[src/rtl/spi_axil_ctrl_if.sv]
// AXI4-Lite slave-side bus bundle for the SPI control register block.
interface spi_axil_ctrl_if #(
  parameter int unsigned ADDR_W = 5
);
  logic [ADDR_W-1:0] S_AWADDR;
  logic              S_AWVALID;
  logic              S_AWREADY;
  logic [31:0]       S_WDATA;
  logic [3:0]        S_WSTRB;
  logic              S_WVALID;
  logic              S_WREADY;
  logic [1:0]        S_BRESP;
  logic              S_BVALID;
  logic              S_BREADY;
  logic [ADDR_W-1:0] S_ARADDR;
  logic              S_ARVALID;
  logic              S_ARREADY;
  logic [31:0]       S_RDATA;
  logic [1:0]        S_RRESP;
  logic              S_RVALID;
  logic              S_RREADY;

  modport master (
    output S_AWADDR, S_AWVALID, input S_AWREADY,
    output S_WDATA, S_WSTRB, S_WVALID, input S_WREADY,
    input S_BRESP, S_BVALID, output S_BREADY,
    output S_ARADDR, S_ARVALID, input S_ARREADY,
    input S_RDATA, S_RRESP, S_RVALID, output S_RREADY
  );

  modport slave (
    input S_AWADDR, S_AWVALID, output S_AWREADY,
    input S_WDATA, S_WSTRB, S_WVALID, output S_WREADY,
    output S_BRESP, S_BVALID, input S_BREADY,
    input S_ARADDR, S_ARVALID, output S_ARREADY,
    output S_RDATA, S_RRESP, S_RVALID, input S_RREADY
  );
endinterface

[src/rtl/spi_axil_ctrl.sv]
// AXI4-Lite register block in front of the SPI master: config/timing registers,
// one-frame-per-TXDATA-write sequencer and a single-entry RX capture register.
module spi_axil_ctrl #(
  parameter int unsigned ADDR_W = 5
) (
  input  logic           GCLK,
  input  logic           RST_N,
  spi_axil_ctrl_if.slave s_axil,
  output logic [1:0]     spi_mode,
  output logic [1:0]     sck_speed,
  output logic [1:0]     word_len,
  output logic [7:0]     t_IFG,
  output logic [7:0]     t_CS_SCK,
  output logic [7:0]     t_SCK_CS,
  output logic           start,
  output logic [31:0]    mosi_data,
  input  logic           spi_busy,
  input  logic [31:0]    miso_data
);

  typedef enum logic [1:0] {StIdle, StLaunch, StWait, StCapture} seq_state_e;

  localparam logic [1:0] RespOkay   = 2'b00;
  localparam logic [1:0] RespSlvErr = 2'b10;
  localparam logic [1:0] RespDecErr = 2'b11;

  localparam logic [2:0] IdxCtrl   = 3'd0;
  localparam logic [2:0] IdxTiming = 3'd1;
  localparam logic [2:0] IdxTx     = 3'd2;
  localparam logic [2:0] IdxRx     = 3'd3;
  localparam logic [2:0] IdxStatus = 3'd4;

  seq_state_e  state_q, state_d;
  logic        aw_held_q, aw_held_d;
  logic [2:0]  aw_idx_q, aw_idx_d;
  logic        w_held_q, w_held_d;
  logic [31:0] wdata_q, wdata_d;
  logic [2:0]  wstrb_q, wstrb_d;
  logic        bvalid_q, bvalid_d;
  logic [1:0]  bresp_q, bresp_d;
  logic        rvalid_q, rvalid_d;
  logic [31:0] rdata_q, rdata_d;
  logic [1:0]  rresp_q, rresp_d;
  logic [5:0]  ctrl_q, ctrl_d;
  logic [23:0] timing_q, timing_d;
  logic [31:0] mosi_q, mosi_d;
  logic        start_q, start_d;
  logic [31:0] rx_data_q, rx_data_d;
  logic        rx_valid_q, rx_valid_d;
  logic        rx_overrun_q, rx_overrun_d;

  logic [ADDR_W-1:0] awaddr, araddr;
  logic        seq_busy;
  logic        aw_ready, w_ready, ar_ready;
  logic        aw_hs, w_hs, ar_hs;
  logic        wr_exec;
  logic [23:0] wmask;
  logic        tx_launch, rx_rd, ovr_clr;
  logic        unused_bits;

  assign awaddr   = s_axil.S_AWADDR;
  assign araddr   = s_axil.S_ARADDR;
  assign seq_busy = (state_q != StIdle);
  assign aw_ready = !aw_held_q && !bvalid_q;
  assign w_ready  = !w_held_q && !bvalid_q;
  assign ar_ready = !rvalid_q;
  assign aw_hs    = s_axil.S_AWVALID && aw_ready;
  assign w_hs     = s_axil.S_WVALID && w_ready;
  assign ar_hs    = s_axil.S_ARVALID && ar_ready;
  assign wr_exec  = aw_held_q && w_held_q && !bvalid_q;
  // Only the low three strobes matter: no writable field reaches byte 3.
  assign wmask    = {{8{wstrb_q[2]}}, {8{wstrb_q[1]}}, {8{wstrb_q[0]}}};
  assign unused_bits = ^{awaddr[1:0], araddr[1:0], s_axil.S_WSTRB[3]};

  assign s_axil.S_AWREADY = aw_ready;
  assign s_axil.S_WREADY  = w_ready;
  assign s_axil.S_BVALID  = bvalid_q;
  assign s_axil.S_BRESP   = bresp_q;
  assign s_axil.S_ARREADY = ar_ready;
  assign s_axil.S_RVALID  = rvalid_q;
  assign s_axil.S_RDATA   = rdata_q;
  assign s_axil.S_RRESP   = rresp_q;

  assign spi_mode  = ctrl_q[1:0];
  assign sck_speed = ctrl_q[3:2];
  assign word_len  = ctrl_q[5:4];
  assign t_IFG     = timing_q[7:0];
  assign t_CS_SCK  = timing_q[15:8];
  assign t_SCK_CS  = timing_q[23:16];
  assign start     = start_q;
  assign mosi_data = mosi_q;

  // Write channel: latch AW/W independently, execute once both are held.
  always_comb begin
    aw_held_d = aw_held_q;
    aw_idx_d  = aw_idx_q;
    w_held_d  = w_held_q;
    wdata_d   = wdata_q;
    wstrb_d   = wstrb_q;
    bvalid_d  = bvalid_q;
    bresp_d   = bresp_q;
    ctrl_d    = ctrl_q;
    timing_d  = timing_q;
    tx_launch = 1'b0;
    ovr_clr   = 1'b0;
    if (aw_hs) begin
      aw_held_d = 1'b1;
      aw_idx_d  = awaddr[4:2];
    end
    if (w_hs) begin
      w_held_d = 1'b1;
      wdata_d  = s_axil.S_WDATA;
      wstrb_d  = s_axil.S_WSTRB[2:0];
    end
    if (bvalid_q && s_axil.S_BREADY) begin
      bvalid_d = 1'b0;
    end
    if (wr_exec) begin
      aw_held_d = 1'b0;
      w_held_d  = 1'b0;
      bvalid_d  = 1'b1;
      bresp_d   = RespOkay;
      case (aw_idx_q)
        IdxCtrl: begin
          if (seq_busy) bresp_d = RespSlvErr;
          else ctrl_d = (ctrl_q & ~wmask[5:0]) | (wdata_q[5:0] & wmask[5:0]);
        end
        IdxTiming: begin
          if (seq_busy) bresp_d = RespSlvErr;
          else timing_d = (timing_q & ~wmask) | (wdata_q[23:0] & wmask);
        end
        IdxTx: begin
          if (seq_busy) bresp_d = RespSlvErr;
          else tx_launch = 1'b1;
        end
        IdxRx:     bresp_d = RespSlvErr;
        IdxStatus: ovr_clr = wdata_q[2] && wstrb_q[0];
        default:   bresp_d = RespDecErr;
      endcase
    end
  end

  // Read channel: register data/response on the AR handshake, hold until RREADY.
  always_comb begin
    rvalid_d = rvalid_q;
    rdata_d  = rdata_q;
    rresp_d  = rresp_q;
    rx_rd    = 1'b0;
    if (rvalid_q && s_axil.S_RREADY) begin
      rvalid_d = 1'b0;
    end
    if (ar_hs) begin
      rvalid_d = 1'b1;
      rresp_d  = RespOkay;
      rdata_d  = '0;
      case (araddr[4:2])
        IdxCtrl:   rdata_d = {26'd0, ctrl_q};
        IdxTiming: rdata_d = {8'd0, timing_q};
        IdxTx:     rdata_d = '0;
        IdxRx: begin
          rdata_d = rx_data_q;
          rx_rd   = 1'b1;
        end
        IdxStatus: rdata_d = {29'd0, rx_overrun_q, rx_valid_q, seq_busy};
        default:   rresp_d = RespDecErr;
      endcase
    end
  end

  // Frame sequencer; capture is evaluated last so it beats a same-cycle read or W1C.
  always_comb begin
    state_d      = state_q;
    start_d      = start_q;
    mosi_d       = mosi_q;
    rx_data_d    = rx_data_q;
    rx_valid_d   = rx_valid_q;
    rx_overrun_d = rx_overrun_q;
    if (rx_rd) rx_valid_d = 1'b0;
    if (ovr_clr) rx_overrun_d = 1'b0;
    case (state_q)
      StIdle: begin
        if (tx_launch) begin
          mosi_d  = wdata_q;
          start_d = 1'b1;
          state_d = StLaunch;
        end
      end
      StLaunch: if (spi_busy) state_d = StWait;
      StWait:   if (!spi_busy) state_d = StCapture;
      StCapture: begin
        rx_data_d  = miso_data;
        rx_valid_d = 1'b1;
        if (rx_valid_q) rx_overrun_d = 1'b1;
        start_d    = 1'b0;
        state_d    = StIdle;
      end
      default: state_d = StIdle;
    endcase
  end

  // State registers; asynchronous reset drops start without waiting for a clock.
  always_ff @(posedge GCLK or negedge RST_N) begin
    if (!RST_N) begin
      state_q      <= StIdle;
      aw_held_q    <= 1'b0;
      aw_idx_q     <= '0;
      w_held_q     <= 1'b0;
      wdata_q      <= '0;
      wstrb_q      <= '0;
      bvalid_q     <= 1'b0;
      bresp_q      <= RespOkay;
      rvalid_q     <= 1'b0;
      rdata_q      <= '0;
      rresp_q      <= RespOkay;
      ctrl_q       <= '0;
      timing_q     <= 24'h020204;
      mosi_q       <= '0;
      start_q      <= 1'b0;
      rx_data_q    <= '0;
      rx_valid_q   <= 1'b0;
      rx_overrun_q <= 1'b0;
    end else begin
      state_q      <= state_d;
      aw_held_q    <= aw_held_d;
      aw_idx_q     <= aw_idx_d;
      w_held_q     <= w_held_d;
      wdata_q      <= wdata_d;
      wstrb_q      <= wstrb_d;
      bvalid_q     <= bvalid_d;
      bresp_q      <= bresp_d;
      rvalid_q     <= rvalid_d;
      rdata_q      <= rdata_d;
      rresp_q      <= rresp_d;
      ctrl_q       <= ctrl_d;
      timing_q     <= timing_d;
      mosi_q       <= mosi_d;
      start_q      <= start_d;
      rx_data_q    <= rx_data_d;
      rx_valid_q   <= rx_valid_d;
      rx_overrun_q <= rx_overrun_d;
    end
  end

endmodule

[src/flat_wrapper.sv]
// flat-port wrapper written by rule: the top's interface ports become plain ports
module spi_axil_ctrl_flat 
#(
  parameter int unsigned ADDR_W = 5
)
  (GCLK, RST_N, spi_mode, sck_speed, word_len, t_IFG, t_CS_SCK, t_SCK_CS, start, mosi_data, spi_busy, miso_data, s_axil_S_AWADDR, s_axil_S_AWVALID, s_axil_S_AWREADY, s_axil_S_WDATA, s_axil_S_WSTRB, s_axil_S_WVALID, s_axil_S_WREADY, s_axil_S_BRESP, s_axil_S_BVALID, s_axil_S_BREADY, s_axil_S_ARADDR, s_axil_S_ARVALID, s_axil_S_ARREADY, s_axil_S_RDATA, s_axil_S_RRESP, s_axil_S_RVALID, s_axil_S_RREADY);
  spi_axil_ctrl_if #(.ADDR_W(ADDR_W)) s_axil_i ();
  input  logic GCLK;
  input  logic RST_N;
  output logic [1:0] spi_mode;
  output logic [1:0] sck_speed;
  output logic [1:0] word_len;
  output logic [7:0] t_IFG;
  output logic [7:0] t_CS_SCK;
  output logic [7:0] t_SCK_CS;
  output logic start;
  output logic [31:0] mosi_data;
  input  logic spi_busy;
  input  logic [31:0] miso_data;
  input wire logic [$bits(s_axil_i.S_AWADDR)-1:0] s_axil_S_AWADDR;
  input wire logic [$bits(s_axil_i.S_AWVALID)-1:0] s_axil_S_AWVALID;
  output wire logic [$bits(s_axil_i.S_AWREADY)-1:0] s_axil_S_AWREADY;
  input wire logic [$bits(s_axil_i.S_WDATA)-1:0] s_axil_S_WDATA;
  input wire logic [$bits(s_axil_i.S_WSTRB)-1:0] s_axil_S_WSTRB;
  input wire logic [$bits(s_axil_i.S_WVALID)-1:0] s_axil_S_WVALID;
  output wire logic [$bits(s_axil_i.S_WREADY)-1:0] s_axil_S_WREADY;
  output wire logic [$bits(s_axil_i.S_BRESP)-1:0] s_axil_S_BRESP;
  output wire logic [$bits(s_axil_i.S_BVALID)-1:0] s_axil_S_BVALID;
  input wire logic [$bits(s_axil_i.S_BREADY)-1:0] s_axil_S_BREADY;
  input wire logic [$bits(s_axil_i.S_ARADDR)-1:0] s_axil_S_ARADDR;
  input wire logic [$bits(s_axil_i.S_ARVALID)-1:0] s_axil_S_ARVALID;
  output wire logic [$bits(s_axil_i.S_ARREADY)-1:0] s_axil_S_ARREADY;
  output wire logic [$bits(s_axil_i.S_RDATA)-1:0] s_axil_S_RDATA;
  output wire logic [$bits(s_axil_i.S_RRESP)-1:0] s_axil_S_RRESP;
  output wire logic [$bits(s_axil_i.S_RVALID)-1:0] s_axil_S_RVALID;
  input wire logic [$bits(s_axil_i.S_RREADY)-1:0] s_axil_S_RREADY;
  assign s_axil_i.S_AWADDR = s_axil_S_AWADDR;
  assign s_axil_i.S_AWVALID = s_axil_S_AWVALID;
  assign s_axil_S_AWREADY = s_axil_i.S_AWREADY;
  assign s_axil_i.S_WDATA = s_axil_S_WDATA;
  assign s_axil_i.S_WSTRB = s_axil_S_WSTRB;
  assign s_axil_i.S_WVALID = s_axil_S_WVALID;
  assign s_axil_S_WREADY = s_axil_i.S_WREADY;
  assign s_axil_S_BRESP = s_axil_i.S_BRESP;
  assign s_axil_S_BVALID = s_axil_i.S_BVALID;
  assign s_axil_i.S_BREADY = s_axil_S_BREADY;
  assign s_axil_i.S_ARADDR = s_axil_S_ARADDR;
  assign s_axil_i.S_ARVALID = s_axil_S_ARVALID;
  assign s_axil_S_ARREADY = s_axil_i.S_ARREADY;
  assign s_axil_S_RDATA = s_axil_i.S_RDATA;
  assign s_axil_S_RRESP = s_axil_i.S_RRESP;
  assign s_axil_S_RVALID = s_axil_i.S_RVALID;
  assign s_axil_i.S_RREADY = s_axil_S_RREADY;
  spi_axil_ctrl #(.ADDR_W(ADDR_W)) u_core (.GCLK(GCLK), .RST_N(RST_N), .s_axil(s_axil_i), .spi_mode(spi_mode), .sck_speed(sck_speed), .word_len(word_len), .t_IFG(t_IFG), .t_CS_SCK(t_CS_SCK), .t_SCK_CS(t_SCK_CS), .start(start), .mosi_data(mosi_data), .spi_busy(spi_busy), .miso_data(miso_data));
endmodule
[config.mk]
export PLATFORM = sky130hd
export DESIGN_NAME = spi_axil_ctrl_flat
export DESIGN_NICKNAME = d
export VERILOG_FILES = /design/src/rtl/spi_axil_ctrl_if.sv /design/src/rtl/spi_axil_ctrl.sv /design/src/flat_wrapper.sv
export SDC_FILE = /design/constraint.sdc
export NUM_CORES = 1
export LEC_CHECK = 0
export CAP_MARGIN = 40
export CORE_MARGIN = 4
export CORE_UTILIZATION = 45
export DETAILED_ROUTE_END_ITERATION = 10
export HOLD_SLACK_MARGIN = 0.08
export PLACE_DENSITY = 0.74
export SLEW_MARGIN = 20
export SYNTH_ARGS = -nofsm -noshare
export SYNTH_HDL_FRONTEND = slang
export SYNTH_SLANG_ARGS = --single-unit
[constraint.sdc]
create_clock -name GCLK -period 4.6 [get_ports GCLK]
set_clock_uncertainty 0.1 [all_clocks]
set_input_delay 1.38 -clock GCLK [delete_from_list [all_inputs] [get_ports GCLK]]
set_output_delay 1.38 -clock GCLK [all_outputs]
set_load 0.01 [all_outputs]
==> run metrics <==
outcome=finished clean; final setup TNS=0 ns; post-DP HPWL=11.9 mm; first-pass GRT wire length=26.6 mm; final wirelength=16.6 mm; crit path capture type=register; Initial Util=46.1%; I/O Buffers=184; Final Core Density=63.3%; global route overflow=0; top post-synthesis cells by count=173 x dfrtp_1, 135 x mux2_2, 25 x nand2_1; f_max=315 MHz; share of cells above drive strength 1=27.4%; Antenna Cells=0; clock transition at the registers of the reported paths=0.06 ns; Max Slew Vio Count=0; clock buffer depth=2; P&R area growth vs syn=37.5%; die area=17,700 µm²; Mean Syn Cell Area=14.7 µm²; cell taking the most area after synthesis=dfrtp_1; predominant post-synthesis flop cell=dfrtp_1; Max VDD drop=0.370 mV; Leak=4.27 nW; R2R cell count=6; CTS H-tree depth=4; chip height=133 µm; Rows=45; Layout Nets=755; post-synth top area share=61.6%; clk sinks=176; RSZ-0062 raised after global routing=no; Clock Tree Root=clkbuf_16; worst min path class=reg -> reg; Worst setup SP type=input pin; Mapped Cells=478; Detail Route Antenna Nets=0; drt initial violations=174; register area=4410 µm²; total power=5.94 mW; worst slew pin tran=0.786 ns; most frequent cell after synthesis=dfrtp_1; number of synthesized register bits=176; gp weighted congestion=0.759; post-synthesis cell type count=36; via count=4,535; Post-synth EDFFs=0; Final period util=69.0%; CTS tree=yes; cts bufs inserted=17; Hold Fails Final Rpt=0; Post-Syn Nets=568; max_slew headroom=47.4%; Hold Path Stages=2; Multi-input gate area=2480 µm²; crit path kind=in -> reg; pwr dens=615 nW/µm²; Total GRT Usage=19.2%; Final Setup Violations=0; Post-synth ARST share=100%; Max Cap Violations=0; yosys warns=0; DR vias/cell=5.11; post-synthesis instance area=7030 µm²; Post-Place Worst Slack=0.998 ns; CORE AREA=15,300 µm²; WL per Instance=18.7 µm; min Tclk post-route=3.17 ns; # IOs=190; cts hold-fix bufs=0; sequential area share after synthesis=62.7%; top post-synthesis cells by area=dfrtp_1 62%, mux2_2 22%, mux2i_1 2.8%, o21ai_0 1.7%, nand2_1 1.3%; Worst Path Arrival=3.41 ns; worst path required time=4.84 ns; vias in the first global route=4,962; Crit Path Max Fanout=20; Die X-Extent=133 µm; post-route setup slack=1.43 ns; final hold slack=0.380 ns; Clk Latency, worst-skew pair=0.42 ns; PostCTS Resize Cnt=0; Pre-antenna DRT Iters=4; largest net degree at the start of global routing=92; post-CTS setup buffer count=0; drt drc=0; antenna violations before repair=0; Filler Cell Count=1,177
[path summary, 6_finish.rpt]
kind                                            from                        end  slack, ns
setup / recovery                  s_axil_S_ARADDR[4]   u_core.s_axil.S_RDATA[0]       1.43
hold / removal             u_core.s_axil.S_RDATA[13]  u_core.s_axil.S_RDATA[13]       0.38
setup reg to reg                   u_core.state_q[0]          u_core.state_q[1]       1.86
hold reg to reg            u_core.s_axil.S_RDATA[13]  u_core.s_axil.S_RDATA[13]       0.38
max in group asynchronous                      RST_N                  async pin       2.63
min in group asynchronous                      RST_N       u_core.mosi_data[24]       0.66
[kinds of logic after synthesis]
| logic type | synth area share [%] |
|---|---|
| AOI/OAI and AO/OA | 5.32 |
| adders and majority gates | 0.712 |
| buffers and inverters | 2.10 |
| DFF | 62.7 |
| muxes | 24.6 |
| and+or+nand+nor | 4.49 |
[metal layers]
metal / share of wire [%] / routed length (µm) / up-vias / global-route usage, %
met5: 0 / 0 / - / 0
met4: 1.4 / 234 / 0 / 5.77
met3: 6.6 / 1090 / 18 / 6.62
met2: 49 / 8120 / 133 / 31.9
met1: 43 / 7110 / 2298 / 23.8
li1: - / - / 2086 / -
[power by group]
| group | internal (mW) | total (mW) | switching [mW] |
|---|---|---|---|
| Combinational | 1.24 | 2.00 | 0.767 |
| Clock | 0.764 | 1.32 | 0.554 |
| Sequential | 2.19 | 2.62 | 0.435 |
[per-stage QoR]
stage | instances | cell area, µm²
5_1_grt | 887 | 9660
4_1_cts | 886 | 9640
2_1_floorplan | 478 | 7030
6_report | 887 | 9660
3_3_place_gp | 854 | 9060
3_5_place_dp | 856 | 9100
[cell usage in the layout (no fill, tap or decap), types with 2 or more instances in the layout]
master / n
nand2b_1: 3
dfrtp_1: 173
nor2_1: 7
a22o_1: 10
buf_12: 2
nor3_4: 3
clkinvlp_4: 2
clkbuf_16: 17
nor2b_1: 3
ha_1: 3
clkbuf_8: 2
clkinv_2: 4
nand3_1: 4
o31ai_1: 3
clkbuf_1: 4
a21o_1: 2
inv_1: 8
a22oi_1: 4
clkdlybuf4s50_1: 182
a21oi_1: 4
mux2i_1: 20
dfstp_2: 3
a222oi_1: 2
o21ai_0: 24
buf_4: 6
nand2_1: 25
mux2_2: 135
o2bb2ai_1: 2
[cell type report]
cell class / instances / share of cell area [%]
Clock buffer: 23 / 4.84
Clock inverter: 7 / 0.673
Inverter: 8 / 0.311
Multi-Input combinational cell: 269 / 25.6
Sequential cell: 176 / 45.6
Tap cell: 211 / 2.73
Timing Repair Buffer: 193 / 20.2
[critical path: stages]
cell             delay, ns
clkdlybuf4s50_1       0.62
nand4bb_1             0.27
buf_4                 0.23
nor2_1                0.62
a22oi_1               0.15
o21ai_0               0.12
(Power assumes the default switching activity.)
